`src/rtl/cv32e40p_jtag_drv_pkg.sv`:
```
// Shared constants for the cv32e40p JTAG DTM driver: FSM encodings,
// TAP header TMS patterns and the Test-Logic-Reset walk length.
package cv32e40p_jtag_drv_pkg;

  localparam logic [2:0] ST_INIT    = 3'd0;
  localparam logic [2:0] ST_IDLE    = 3'd1;
  localparam logic [2:0] ST_TLR_SEQ = 3'd2;
  localparam logic [2:0] ST_HDR     = 3'd3;
  localparam logic [2:0] ST_SHIFT   = 3'd4;
  localparam logic [2:0] ST_TRAIL   = 3'd5;
  localparam logic [2:0] ST_RSP     = 3'd6;

  // TMS header patterns, bit 0 goes out first (Run-Test/Idle -> Shift-xR)
  localparam int         HDR_LEN_DR = 3;
  localparam int         HDR_LEN_IR = 4;
  localparam logic [3:0] HDR_TMS_DR = 4'b0001;
  localparam logic [3:0] HDR_TMS_IR = 4'b0011;

  localparam int TLR_LEN = 5;

  function automatic logic [3:0] hdr_tms(input logic is_ir);
    return is_ir ? HDR_TMS_IR : HDR_TMS_DR;
  endfunction

endpackage

```
`src/rtl/cv32e40p_jtag_tck_gen.sv`:
```
// TCK divider: low phase first, CLK_DIV clk per half period, with one-clk
// strobes on the clk where tck rises (rise_tick) and where it falls (fall_tick).
module cv32e40p_jtag_tck_gen #(
  parameter int CLK_DIV = 2
) (
  input  logic clk,
  input  logic rst,
  input  logic enable,
  output logic tck,
  output logic fall_tick,
  output logic rise_tick
);

  localparam int CW = $clog2(2 * CLK_DIV);

  logic [CW-1:0] cnt;

  assign rise_tick = enable && (cnt == CW'(CLK_DIV - 1));
  assign fall_tick = enable && (cnt == CW'(2 * CLK_DIV - 1));

  // Disabling parks tck low and restarts the next period at its low phase
  always_ff @(posedge clk or posedge rst) begin
    if (rst) begin
      cnt <= '0;
      tck <= 1'b0;
    end else if (!enable) begin
      cnt <= '0;
      tck <= 1'b0;
    end else if (fall_tick) begin
      cnt <= '0;
      tck <= 1'b0;
    end else begin
      cnt <= cnt + 1'b1;
      if (rise_tick) tck <= 1'b1;
    end
  end

endmodule

```
`src/rtl/cv32e40p_jtag_dtm_driver.sv`:
```
// JTAG initiator for the cv32e40p debug TAP: one IR/DR scan per request.
// Define JTAG_DRV_TLR_INIT_EN to walk the TAP through Test-Logic-Reset after reset.
module cv32e40p_jtag_dtm_driver
  import cv32e40p_jtag_drv_pkg::*;
#(
  parameter int CLK_DIV = 2,
  parameter int MAX_LEN = 64,
  parameter int LEN_W   = $clog2(MAX_LEN + 1)
) (
  input  logic               clk_i,
  input  logic               rst_i,
  input  logic               req_valid_i,
  output logic               req_ready_o,
  input  logic               req_is_ir_i,
  input  logic [LEN_W-1:0]   req_len_i,
  input  logic [MAX_LEN-1:0] req_data_i,
  output logic               rsp_valid_o,
  input  logic               rsp_ready_i,
  output logic [MAX_LEN-1:0] rsp_data_o,
  output logic               tck_o,
  output logic               tms_o,
  output logic               tdi_o,
  input  logic               tdo_i,
  output logic               trst_no,
  output logic               busy_o
);

  logic [2:0]         state;
  logic [LEN_W-1:0]   cnt;
  logic [LEN_W-1:0]   len_q;
  logic [LEN_W-1:0]   len_c;
  logic [LEN_W-1:0]   hdr_last;
  logic               is_ir_q;
  logic [3:0]         hdr_q;
  logic [3:0]         hdr_sel;
  logic [MAX_LEN-1:0] sh_q;
  logic [MAX_LEN-1:0] mask_q;
  logic [MAX_LEN-1:0] cap_q;
  logic               tck_en;
  logic               fall_tick;
  logic               rise_tick;

  assign len_c       = (req_len_i > LEN_W'(MAX_LEN)) ? LEN_W'(MAX_LEN) : req_len_i;
  assign hdr_sel     = hdr_tms(req_is_ir_i);
  assign hdr_last    = is_ir_q ? LEN_W'(HDR_LEN_IR - 1) : LEN_W'(HDR_LEN_DR - 1);
  assign tck_en      = state inside {ST_TLR_SEQ, ST_HDR, ST_SHIFT, ST_TRAIL};
  assign req_ready_o = (state == ST_IDLE);
  assign busy_o      = (state != ST_IDLE);
  assign rsp_data_o  = cap_q;

  cv32e40p_jtag_tck_gen #(.CLK_DIV(CLK_DIV)) u_tck_gen (
    .clk       (clk_i),
    .rst       (rst_i),
    .enable    (tck_en),
    .tck       (tck_o),
    .fall_tick (fall_tick),
    .rise_tick (rise_tick)
  );

  // TMS/TDI advance on fall_tick (start of low phase), TDO is taken on rise_tick
  always_ff @(posedge clk_i or posedge rst_i) begin
    if (rst_i) begin
      state       <= ST_INIT;
      cnt         <= '0;
      len_q       <= '0;
      is_ir_q     <= 1'b0;
      hdr_q       <= '0;
      sh_q        <= '0;
      mask_q      <= '0;
      cap_q       <= '0;
      rsp_valid_o <= 1'b0;
      tms_o       <= 1'b1;
      tdi_o       <= 1'b0;
      trst_no     <= 1'b0;
    end else begin
      case (state)
        ST_INIT: begin
          trst_no <= 1'b1;
          cnt     <= '0;
`ifdef JTAG_DRV_TLR_INIT_EN
          state   <= ST_TLR_SEQ;
          tms_o   <= 1'b1;
`else
          state   <= ST_IDLE;
          tms_o   <= 1'b0;
`endif
        end

        ST_IDLE: begin
          if (req_valid_i) begin
            is_ir_q <= req_is_ir_i;
            len_q   <= len_c;
            hdr_q   <= hdr_sel;
            sh_q    <= req_data_i;
            mask_q  <= {{(MAX_LEN - 1){1'b0}}, 1'b1};
            cap_q   <= '0;
            cnt     <= '0;
            if (len_c == '0) begin
              state <= ST_RSP;
            end else begin
              state <= ST_HDR;
              tms_o <= hdr_sel[0];
            end
          end
        end

        ST_TLR_SEQ: begin
          if (fall_tick) begin
            if (cnt == LEN_W'(TLR_LEN)) begin
              state <= ST_IDLE;
            end else begin
              cnt <= cnt + 1'b1;
              if (cnt == LEN_W'(TLR_LEN - 1)) tms_o <= 1'b0;
            end
          end
        end

        ST_HDR: begin
          if (fall_tick) begin
            if (cnt == hdr_last) begin
              state <= ST_SHIFT;
              cnt   <= '0;
              tms_o <= (len_q == LEN_W'(1));
              tdi_o <= sh_q[0];
            end else begin
              cnt   <= cnt + 1'b1;
              hdr_q <= hdr_q >> 1;
              tms_o <= hdr_q[1];
            end
          end
        end

        ST_SHIFT: begin
          if (rise_tick && tdo_i) cap_q <= cap_q | mask_q;
          if (fall_tick) begin
            if (cnt == len_q - LEN_W'(1)) begin
              state <= ST_TRAIL;
              cnt   <= '0;
              tms_o <= 1'b1;
              tdi_o <= 1'b0;
            end else begin
              cnt    <= cnt + 1'b1;
              sh_q   <= sh_q >> 1;
              mask_q <= mask_q << 1;
              tdi_o  <= sh_q[1];
              tms_o  <= (cnt + LEN_W'(2) == len_q);
            end
          end
        end

        ST_TRAIL: begin
          if (fall_tick) begin
            if (cnt == '0) begin
              cnt   <= LEN_W'(1);
              tms_o <= 1'b0;
            end else begin
              state <= ST_RSP;
            end
          end
        end

        ST_RSP: begin
          if (!rsp_valid_o) begin
            rsp_valid_o <= 1'b1;
          end else if (rsp_ready_i) begin
            rsp_valid_o <= 1'b0;
            state       <= ST_IDLE;
          end
        end

        default: state <= ST_IDLE;
      endcase
    end
  end

endmodule

```
`config.mk`:
```
export PLATFORM = sky130hd
export DESIGN_NAME = cv32e40p_jtag_dtm_driver
export DESIGN_NICKNAME = d
export VERILOG_FILES = /design/src/rtl/cv32e40p_jtag_drv_pkg.sv /design/src/rtl/cv32e40p_jtag_tck_gen.sv /design/src/rtl/cv32e40p_jtag_dtm_driver.sv
export SDC_FILE = /design/constraint.sdc
export NUM_CORES = 1
export LEC_CHECK = 0
export CAP_MARGIN = 20
export CELL_PAD_IN_SITES_DETAIL_PLACEMENT = 0
export CELL_PAD_IN_SITES_GLOBAL_PLACEMENT = 1
export CORE_MARGIN = 2
export CORE_UTILIZATION = 47
export CTS_BUF_LIST = sky130_fd_sc_hd__clkbuf_8
export DETAILED_ROUTE_END_ITERATION = 10
export PLACE_DENSITY = 0.92
export SLEW_MARGIN = 0
export SYNTH_ARGS = -nofsm -noshare
export SYNTH_HDL_FRONTEND = slang
export SYNTH_SLANG_ARGS = --single-unit
```
`constraint.sdc`:
```
create_clock -name clk_i -period 17.7 [get_ports clk_i]
set_input_delay 3.54 -clock clk_i [delete_from_list [all_inputs] [get_ports clk_i]]
set_output_delay 3.54 -clock clk_i [all_outputs]
set_load 0.005 [all_outputs]
```
==> impl_metrics.yaml, run 1 <==
clocking:
  ctsRootBufferMaster: "clkbuf_8"
  cts_tree: "done"
  cts-buffers-inserted: 38
  postCtsSetupBuffers: 0
  cts_hold_buf: 0
  clock-sinks: 218
  cts_resized: 0
  clock_path_buffers: 3
  clk_pin_slew_ns: 0.06
  h-tree-depth: 2
  clk_latency_ns: 0.52
floorplanning:
  core_area_um2: 20900
  die_w_um: 149
  start_util_pct: 47.6
  rows: 53
  die_h_um: 149
  io_pins: 148
  die_area_um2: 22300
finish:
  area_growth_pct: 21.8
  final_common_cell: "dfrtp_1"
  fin_nets: 1151
  drive_above_1_share_pct: 6.83
  n_fill_cell: 1822
  layout_common_cells: "217 x dfrtp_1, 147 x clkdlybuf4s50_1, 134 x nand3_1"
  fin_area_um2: 12100
  diodes: 0
synth:
  async_reset_ff_share_pct: 100
  synth_seq_cells: 218
  ys.flop_type: "dfrtp_1"
  synth_edf_count: 0
  yosysSeqAreaShare_pct: 54.9
  yosys_warnings: 0
  synth_area_um2: 9940
  netlist_instances: 950
  synth_nets: 1037
  ys_types: 60
  synth_area_per_cell_um2: 10.5
worst_setup_path:
  critical_path_buf_inv_count: 1
  critical_path.cell_chain: "nor3b_1, clkdlybuf4s50_1"
  crit_family: "simple AND/OR/NAND/NOR gates"
  endpoint_kind: "output pin"
  reg2regPathDepth: 6
  critPathArrivalTime_ns: 2.65
  crit_type: "flip-flop to output pin"
  slowest_stage: "nor3b_1"
  required_ns: 14.16
  cp_max_fo: 19
  cp_slowest_stage_delay_ns: 0.88
  rrSetupSlack_ns: 14.27
  reg2reg_from: "state[2]$_DFFE_PP0P_"
  reg2reg_to: "mask_q[9]$_DFFE_PP0P_"
  worstSetupStartpointType: "flip-flop"
min_path:
  min-delay-start: "u_tck_gen.cnt[0]$_DFF_PP0_"
  hold_depth: 1
  hold_path_class: "flip-flop to flip-flop"
  holdPathEnd: "u_tck_gen.cnt[0]$_DFF_PP0_"
sta:
  setup_viol: 0
  slew_viol_final: 0
  skew_ns: 0.0253
  tns_ns: 0
  rsz0062_at_grt: "no"
  relSlewSlack_pct: 27.0
  worstMarginPinSlew_ns: 1.09
  period_minus_slack_ns: 6.19
  hold_violations: 0
  max_freq_ghz: 0.162
  period_share_pct: 35.0
global_routing:
  grt_max_degree: 139
  grt_usage_pct: 20.5
  antenna_found_initial: 0
  grt_pass1_wl_um: 37300
  grt_pass1_vias: 7325
  gr-total-overflow: 0
placement:
  place_area_um2: 11400
  portBuffers: 147
  gp_congestion: 0.861
  dp_hpwl_um: 13800
flow_run:
  max-cap-violations: 0
drt:
  finalWirelength_um: 22500
  viasPerCell: 5.58
  post_drt_wl_per_cell_um: 16.6
  first_pass_iters: 5
  vias: 7578
  ant_nets: 0
  drt_iter0_markers: 458
  drc: 0
pwr:
  leakage_nw: 5.43
  peakVddDrop_mv: 0.0582
  power.density_nw_per_um2: 134
status:
  status: "completed"
## logic make-up (layout without fill, tap and decap cells)
| logic type | count (synthesis) | count (layout) | share of synthesized area (%) |
|---|---|---|---|
| flip-flops | 218 | 218 | 54.9 |
| adder cells (fa/ha/maj) | 10 | 10 | 1.26 |
| AND/OR/NAND/NOR | 298 | 298 | 14.6 |
| multiplexers | 63 | 63 | 6.34 |
| buffers and inverters | 95 | 229 | 5.05 |
| XOR/XNOR | 12 | 12 | 1.13 |
| AO/OA/AOI/OAI | 254 | 254 | 16.8 |
## worst reg2reg max path, cell delays in order (launching register included)
cell	delay, ns
dfrtp_1	0.59
nor3b_1	0.88
nand2_4	0.43
buf_4	0.51
buf_4	0.50
nand3_1	0.23
o21ai_0	0.10
## Yosys cell counts (2+ instances only)
cell type / n / share of area, %
dfrtp_1: 217 / 55
nand3_1: 134 / 6.7
o21ai_0: 115 / 5.8
nand2_1: 102 / 3.9
a22o_1: 63 / 5.6
mux2i_1: 63 / 6.3
clkbuf_1: 54 / 2.0
o21ai_1: 25 / 1.3
buf_6: 16 / 1.8
nor2_1: 13 / 0.49
inv_1: 12 / 0.45
ha_1: 10 / 1.3
a21o_1: 8 / 0.60
a21oi_1: 8 / 0.40
buf_2: 8 / 0.40
nor3_1: 8 / 0.40
a31oi_1: 7 / 0.44
nand3b_1: 7 / 0.53
xor2_1: 7 / 0.62
nand2b_1: 6 / 0.38
nor2b_1: 6 / 0.38
buf_4: 4 / 0.30
o31ai_1: 4 / 0.30
xnor2_1: 4 / 0.35
a211oi_1: 3 / 0.23
and3_1: 3 / 0.19
nor4_1: 3 / 0.19
o211ai_1: 3 / 0.23
or3_1: 3 / 0.19
and3b_1: 2 / 0.18
nor4b_1: 2 / 0.18
o311ai_0: 2 / 0.18
## worst max path at each step
stage                         startpoint               endpoint  cells past startpoint
floorplan                          rst_i     cnt[0]$_DFFE_PP0P_                      1
global placement             req_valid_i  mask_q[5]$_DFFE_PP0P_                      6
detailed placement           req_valid_i  mask_q[5]$_DFFE_PP0P_                      6
CTS                 state[2]$_DFFE_PP0P_            req_ready_o                      2
global route        state[2]$_DFFE_PP0P_            req_ready_o                      2
finish              state[2]$_DFFE_PP0P_            req_ready_o                      2
## through the flow
step | hold slack, ns | setup slack, ns | instances | total power, mW | utilization (%)
4_1_cts | 0.474 | 11.46 | 1358 | 1.64 | 57.8
3_5_place_dp | 0.458 | 11.38 | 1298 | 1.22 | 54.6
3_3_place_gp | 0.451 | 11.42 | 1298 | 1.19 | 54.6
6_report | 0.466 | 11.51 | 1359 | 1.62 | 58.0
2_1_floorplan | 0.437 | 8.20 | 950 | 1.07 | -
5_1_grt | 0.485 | 11.29 | 1359 | 1.75 | 58.0
## metal layers
| layer | part of all wire [%] | vias up | routed length, um | track usage [%] |
|---|---|---|---|---|
| met5 | 0 | - | 0 | 0 |
| met4 | 1.6 | 0 | 357 | 4.95 |
| met3 | 6.6 | 31 | 1480 | 5.79 |
| met2 | 46 | 195 | 10300 | 31.0 |
| met1 | 46 | 3710 | 10400 | 29.4 |
| li1 | - | 3642 | - | - |
## report_power, final
| group | switching [mW] | internal (mW) | total, mW |
|---|---|---|---|
| clock | 0.193 | 0.223 | 0.416 |
| sequential | 0.143 | 0.661 | 0.804 |
| combinational | 0.216 | 0.188 | 0.404 |
| total | 0.551 | 1.07 | 1.62 |
## sequential cells by signal, summed over array words and instances, names as in the netlist
signal         cells
u_tck_gen.tck      1
tdi_o              1
cnt                7
mask_q            64
hdr_q              1
tms_o              1
rsp_valid_o        1
u_tck_gen.cnt      2
is_ir_q            1
rsp_data_o        64
trst_no            1
len_q              7
sh_q              64
state              3
## area by class of cell
type | count | area, um2 | area share (%)
Inverter | 12 | 52.6 | 0.434
Multi-Input combinational cell | 637 | 4020 | 33.2
Tap cell | 275 | 344 | 2.84
Timing Repair Buffer | 157 | 1570 | 12.9
Clock inverter | 16 | 66.3 | 0.548
Clock buffer | 44 | 606 | 5.00
Sequential cell | 218 | 5460 | 45.1
Note: power is estimated with default switching activity, not from simulation.
==> run 2: changes to the inputs <==
CORE_UTILIZATION = 44   (was 47)
PLACE_DENSITY = 0.87   (was 0.92)
clock period = 6.35 ns   (was 17.7 ns; I/O delays follow)
==> run 2 against run 1 <==
Compared with the run above:
- clock power increased to 2.9 times the previous value
- sequential share of layout area decreased by 0.44 points
- cell area increased by 0.98%
- worst hold slack improved by 0.0017 ns
- critical endpoint unchanged
- via count increased by 0.12%
- setup slack got worse by 9.0 ns
- non-clock buffer count increased by 1
==> impl_metrics.yaml, run 2 (synthesis gave the netlist of run 1 again) <==
drt:
  drc: 0
  ant_nets: 0
  drt_iter0_markers: 463
  finalWirelength_um: 22600
  viasPerCell: 5.53
  post_drt_wl_per_cell_um: 16.5
  first_pass_iters: 4
  vias: 7587
floorplanning:
  core_area_um2: 22000
  rows: 54
  start_util_pct: 45.1
  die_area_um2: 23800
  die_h_um: 154
  die_w_um: 154
  io_pins: 148
min_path:
  holdPathEnd: "trst_no$_DFFE_PP0N_"
  hold_depth: 1
  hold_path_class: "flip-flop to flip-flop"
  min-delay-start: "trst_no$_DFFE_PP0N_"
pwr:
  peakVddDrop_mv: 0.219
  finalPower_mw: 4.55
  power.density_nw_per_um2: 372
  leakage_nw: 5.50
clocking:
  cts_hold_buf: 0
  clock_path_buffers: 3
  clk_pin_slew_ns: 0.06
  cts_resized: 0
  h-tree-depth: 2
  cts-buffers-inserted: 39
  cts_tree: "done"
  clk_latency_ns: 0.53
  ctsRootBufferMaster: "clkbuf_8"
  postCtsSetupBuffers: 0
  clock-sinks: 218
global_routing:
  grt_pass1_wl_um: 37700
  grt_max_degree: 197
  antenna_found_initial: 1
  grt_pass1_vias: 7341
  gr-total-overflow: 0
  grt_usage_pct: 19.1
placement:
  place_inst: 1302
  gp_congestion: 0.873
  place_area_um2: 11400
  dp_hpwl_um: 13700
  portBuffers: 147
sta:
  relSlewSlack_pct: 31.1
  hold_violations: 0
  skew_ns: 0.0227
  rsz0062_at_grt: "no"
  tns_ns: 0
  setup_viol: 0
  max_freq_ghz: 0.262
  slew_viol_final: 0
  worstMarginPinSlew_ns: 1.03
  period_share_pct: 60.1
  period_minus_slack_ns: 3.82
worst_setup_path:
  cp_slowest_stage_delay_ns: 0.78
  critical_path.cell_chain: "nor3b_1, clkdlybuf4s50_1"
  crit_type: "flip-flop to output pin"
  rrSetupSlack_ns: 2.92
  endpoint_kind: "output pin"
  worstSetupStartpointType: "flip-flop"
  slowest_stage: "nor3b_1"
  critPathArrivalTime_ns: 2.55
  reg2regPathDepth: 11
  required_ns: 5.08
  reg2reg_from: "len_q[0]$_DFFE_PP0P_"
  cp_max_fo: 19
  reg2reg_to: "mask_q[58]$_DFFE_PP0P_"
finish:
  final_common_cell: "dfrtp_1"
  fin_area_um2: 12200
  drive_above_1_share_pct: 6.96
  fin_nets: 1153
  area_growth_pct: 23.0
  instances_no_fill: 1372
  diodes: 0
  layout_common_cells: "217 x dfrtp_1, 147 x clkdlybuf4s50_1, 134 x nand3_1"
  fin_util_pct: 55.5
flow_run:
  max-cap-violations: 0
status:
  status: "completed"
-- run 2: cell types whose count changed in the layout (fill, tap and decap cells not counted), moves of 2 or more --
cell / previous run / this run
buf_12: 0 / 3
buf_4: 9 / 6
clkinv_2: 2 / 0
inv_1: 24 / 30
-- run 2: worst max path at each step --
stage	endpoint	startpoint	slack [ns]
after floorplan	cnt[0]$_DFFE_PP0P_	rst_i	2.24
after global placement	mask_q[56]$_DFFE_PP0P_	len_q[0]$_DFFE_PP0P_	2.78
after detailed placement	mask_q[48]$_DFFE_PP0P_	len_q[0]$_DFFE_PP0P_	2.68
after CTS	req_ready_o	state[2]$_DFFE_PP0P_	2.50
after global routing	req_ready_o	state[2]$_DFFE_PP0P_	2.34
final	req_ready_o	state[2]$_DFFE_PP0P_	2.53
-- run 2: per-stage QoR --
stage / setup WS [ns] / hold WS (ns)
6_report: 2.53 / 0.468
3_5_place_dp: 2.68 / 0.453
2_1_floorplan: 2.24 / 0.437
4_1_cts: 2.50 / 0.469
5_1_grt: 2.34 / 0.500
3_3_place_gp: 2.78 / 0.440
-- run 2: cell type report --
type / instances / area, um2
fillers: 1940 / 9800
clock buffers: 45 / 619
repair buffers: 158 / 1630
inverters: 12 / 48.8
multi-input cells: 637 / 4020
flip-flops and latches: 218 / 5460
clock inverters: 22 / 104
well taps: 280 / 350
-- run 2: power breakdown --
part	internal [mW]	total [mW]	switching [mW]
combinational	0.523	1.12	0.595
sequential	1.84	2.23	0.387
clock	0.645	1.21	0.560
total	3.01	4.55	1.54
-- run 2: worst max-delay path: cells and delay by family, from the launching register on --
kind / cells / cell delay (ns)
buffers and inverters: 1 / 0.64
DFF: 1 / 0.60
and+or+nand+nor: 1 / 0.78
-- run 2: metal layers --
metal / track usage (%) / wire length (um) / part of all wire [%]
met1: 27.1 / 10400 / 46
met5: 0 / 12 / 0.053
met2: 27.8 / 9960 / 44
met3: 6.05 / 1720 / 7.6
met4: 6.35 / 507 / 2.2
==> run 3: changes to the inputs <==
clock period = 3.6 ns   (was 6.35 ns; I/O delays follow)
==> run 3 against run 2 <==
Compared with the run above:
- wire length increased by 3.2%
- cell area up 0.55%
- register-to-register slack lost 2.3 ns
- largest power group unchanged
- combinational power increased by 82%
- largest cell class unchanged
- final cell count up 0.58%
==> impl_metrics.yaml, run 3 (synthesis gave the netlist of run 1 again) <==
floorplanning:
  rows: 54
  start_util_pct: 45.1
  die_h_um: 154
  die_area_um2: 23800
  core_area_um2: 22000
  io_pins: 148
  die_w_um: 154
clocking:
  h-tree-depth: 2
  cts-buffers-inserted: 38
  clk_latency_ns: 0.53
  clock-sinks: 218
  cts_resized: 0
  cts_tree: "done"
  clk_pin_slew_ns: 0.06
  cts_hold_buf: 0
  clock_path_buffers: 3
  postCtsSetupBuffers: 0
  ctsRootBufferMaster: "clkbuf_8"
finish:
  drive_above_1_share_pct: 7.74
  layout_common_cells: "217 x dfrtp_1, 147 x clkdlybuf4s50_1, 134 x nand3_1"
  fin_nets: 1158
  final_common_cell: "dfrtp_1"
  area_growth_pct: 23.7
global_routing:
  gr-total-overflow: 0
  grt_max_degree: 126
  grt_pass1_vias: 7456
  use_met2_pct: 29.2
  antenna_found_initial: 3
  grt_usage_pct: 19.7
  gr-usage-met1_pct: 27.3
  met3_usage_pct: 6.47
  grt_pass1_wl_um: 38700
  gr-max-usage-layer: "met2"
pwr:
  leakage_nw: 5.52
  power.density_nw_per_um2: 656
  p_int_mw: 5.34
  p_clk_share_pct: 26.2
  seq_power_share_pct: 48.6
  switching_power_mw: 2.73
  power_frac_comb_pct: 25.2
  peakVddDrop_mv: 0.292
  p_sw_share_pct: 33.8
drt:
  vias: 7575
  drc: 0
  ant_nets: 0
  viasPerCell: 5.49
  finalWirelength_um: 23300
  first_pass_iters: 4
  drt_iter0_markers: 428
  post_drt_wl_per_cell_um: 16.9
min_path:
  holdPathEnd: "trst_no$_DFFE_PP0N_"
  hold_path_class: "flip-flop to flip-flop"
  min-delay-start: "trst_no$_DFFE_PP0N_"
  hold_depth: 1
sta:
  period_share_pct: 82.6
  relSlewSlack_pct: 41.5
  max_freq_ghz: 0.336
  skew_ns: 0.0277
  hold_violations: 0
  holdWs_ns: 0.466
  period_minus_slack_ns: 2.97
  setup_viol: 0
  rsz0062_at_grt: "no"
  slew_viol_final: 0
  worstMarginPinSlew_ns: 0.869
  tns_ns: 0
worst_setup_path:
  cp_max_fo: 13
  cp_slowest_stage_delay_ns: 0.62
  critPathArrivalTime_ns: 3.36
  reg2reg_from: "state[1]$_DFFE_PP0P_"
  slowest_stage: "dfrtp_1"
  required_ns: 3.99
  rrSetupSlack_ns: 0.63
  critical_path.cell_chain: "inv_1, ha_1, nand2b_1, a211oi_1, o221ai_2, nor2_1, o21ai_1, o311ai_0"
  crit_type: "flip-flop to flip-flop"
  endpoint_kind: "flip-flop"
  worstSetupStartpointType: "flip-flop"
  reg2regPathDepth: 8
  reg2reg_to: "cnt[4]$_DFFE_PP0P_"
placement:
  portBuffers: 147
  dp_hpwl_um: 14900
  gp_congestion: 0.859
status:
  status: "completed"
flow_run:
  max-cap-violations: 0
run 3: cell types whose count changed in the layout (fill, tap and decap cells not counted), moves of 2 or more:
cell      previous run  this run
diode_2              0         2
buf_12               3         8
inv_1               30        27
clkinv_2             0         3
buf_16               2         0
buf_4                6         9
run 3: routing by layer:
layer / part of all wire (%) / wire length (um)
met1: 46 / 10800
met2: 43 / 10100
met3: 7.8 / 1830
met4: 2.5 / 574
met5: 0.069 / 16
run 3: through the flow:
stage	area [um2]	instances	setup WS, ns	power, mW	utilization (%)
2_1_floorplan	9940	950	0.0407	5.28	-
3_3_place_gp	11600	1311	0.571	5.90	52.5
3_5_place_dp	11600	1311	0.588	6.00	52.5
4_1_cts	12300	1378	0.647	8.16	55.8
5_1_grt	12300	1379	0.369	8.69	55.8
6_report	12300	1380	0.627	8.07	55.8
run 3: critical path, delay by kind of cell (launching register included):
| kind | cells | cell delay (ns) |
|---|---|---|
| flops | 1 | 0.62 |
| buf+inv | 1 | 0.21 |
| simple gates | 2 | 0.43 |
| fa+ha+maj | 1 | 0.49 |
| compound gates | 4 | 1.10 |
run 3: final cells by class:
| class | instances | area, um2 |
|---|---|---|
| fillers | 1929 | 9730 |
| multi-input cells | 637 | 4020 |
| clock inverters | 22 | 98.8 |
| inverters | 12 | 48.8 |
| repair buffers | 164 | 1700 |
| diodes | 2 | 5.00 |
| clock buffers | 45 | 619 |
| well taps | 280 | 350 |
| flip-flops and latches | 218 | 5460 |
run 3: worst max-delay path by stage:
stage / startpoint / end / slack [ns]
2_1_floorplan: rst_i / cnt[0]$_DFFE_PP0P_ / 0.04
3_3_place_gp: req_len_i[6] / state[0]$_DFFE_PP0P_ / 0.57
3_5_place_dp: req_len_i[6] / state[0]$_DFFE_PP0P_ / 0.59
4_1_cts: len_q[0]$_DFFE_PP0P_ / sh_q[34]$_DFFE_PP0P_ / 0.65
5_1_grt: state[1]$_DFFE_PP0P_ / cnt[4]$_DFFE_PP0P_ / 0.37
6_report: state[1]$_DFFE_PP0P_ / cnt[4]$_DFFE_PP0P_ / 0.63
run 3: power groups by stage:
| stage | registers [mW] | logic [mW] | clock network [mW] |
|---|---|---|---|
| 3_3_place_gp | 3.92 | 1.98 | 0 |
| 4_1_cts | 3.92 | 2.06 | 2.18 |
| 2_1_floorplan | 3.70 | 1.58 | 0 |
| 3_5_place_dp | 3.95 | 2.05 | 0 |
| 5_1_grt | 4.03 | 2.35 | 2.31 |
| 6_report | 3.92 | 2.04 | 2.11 |
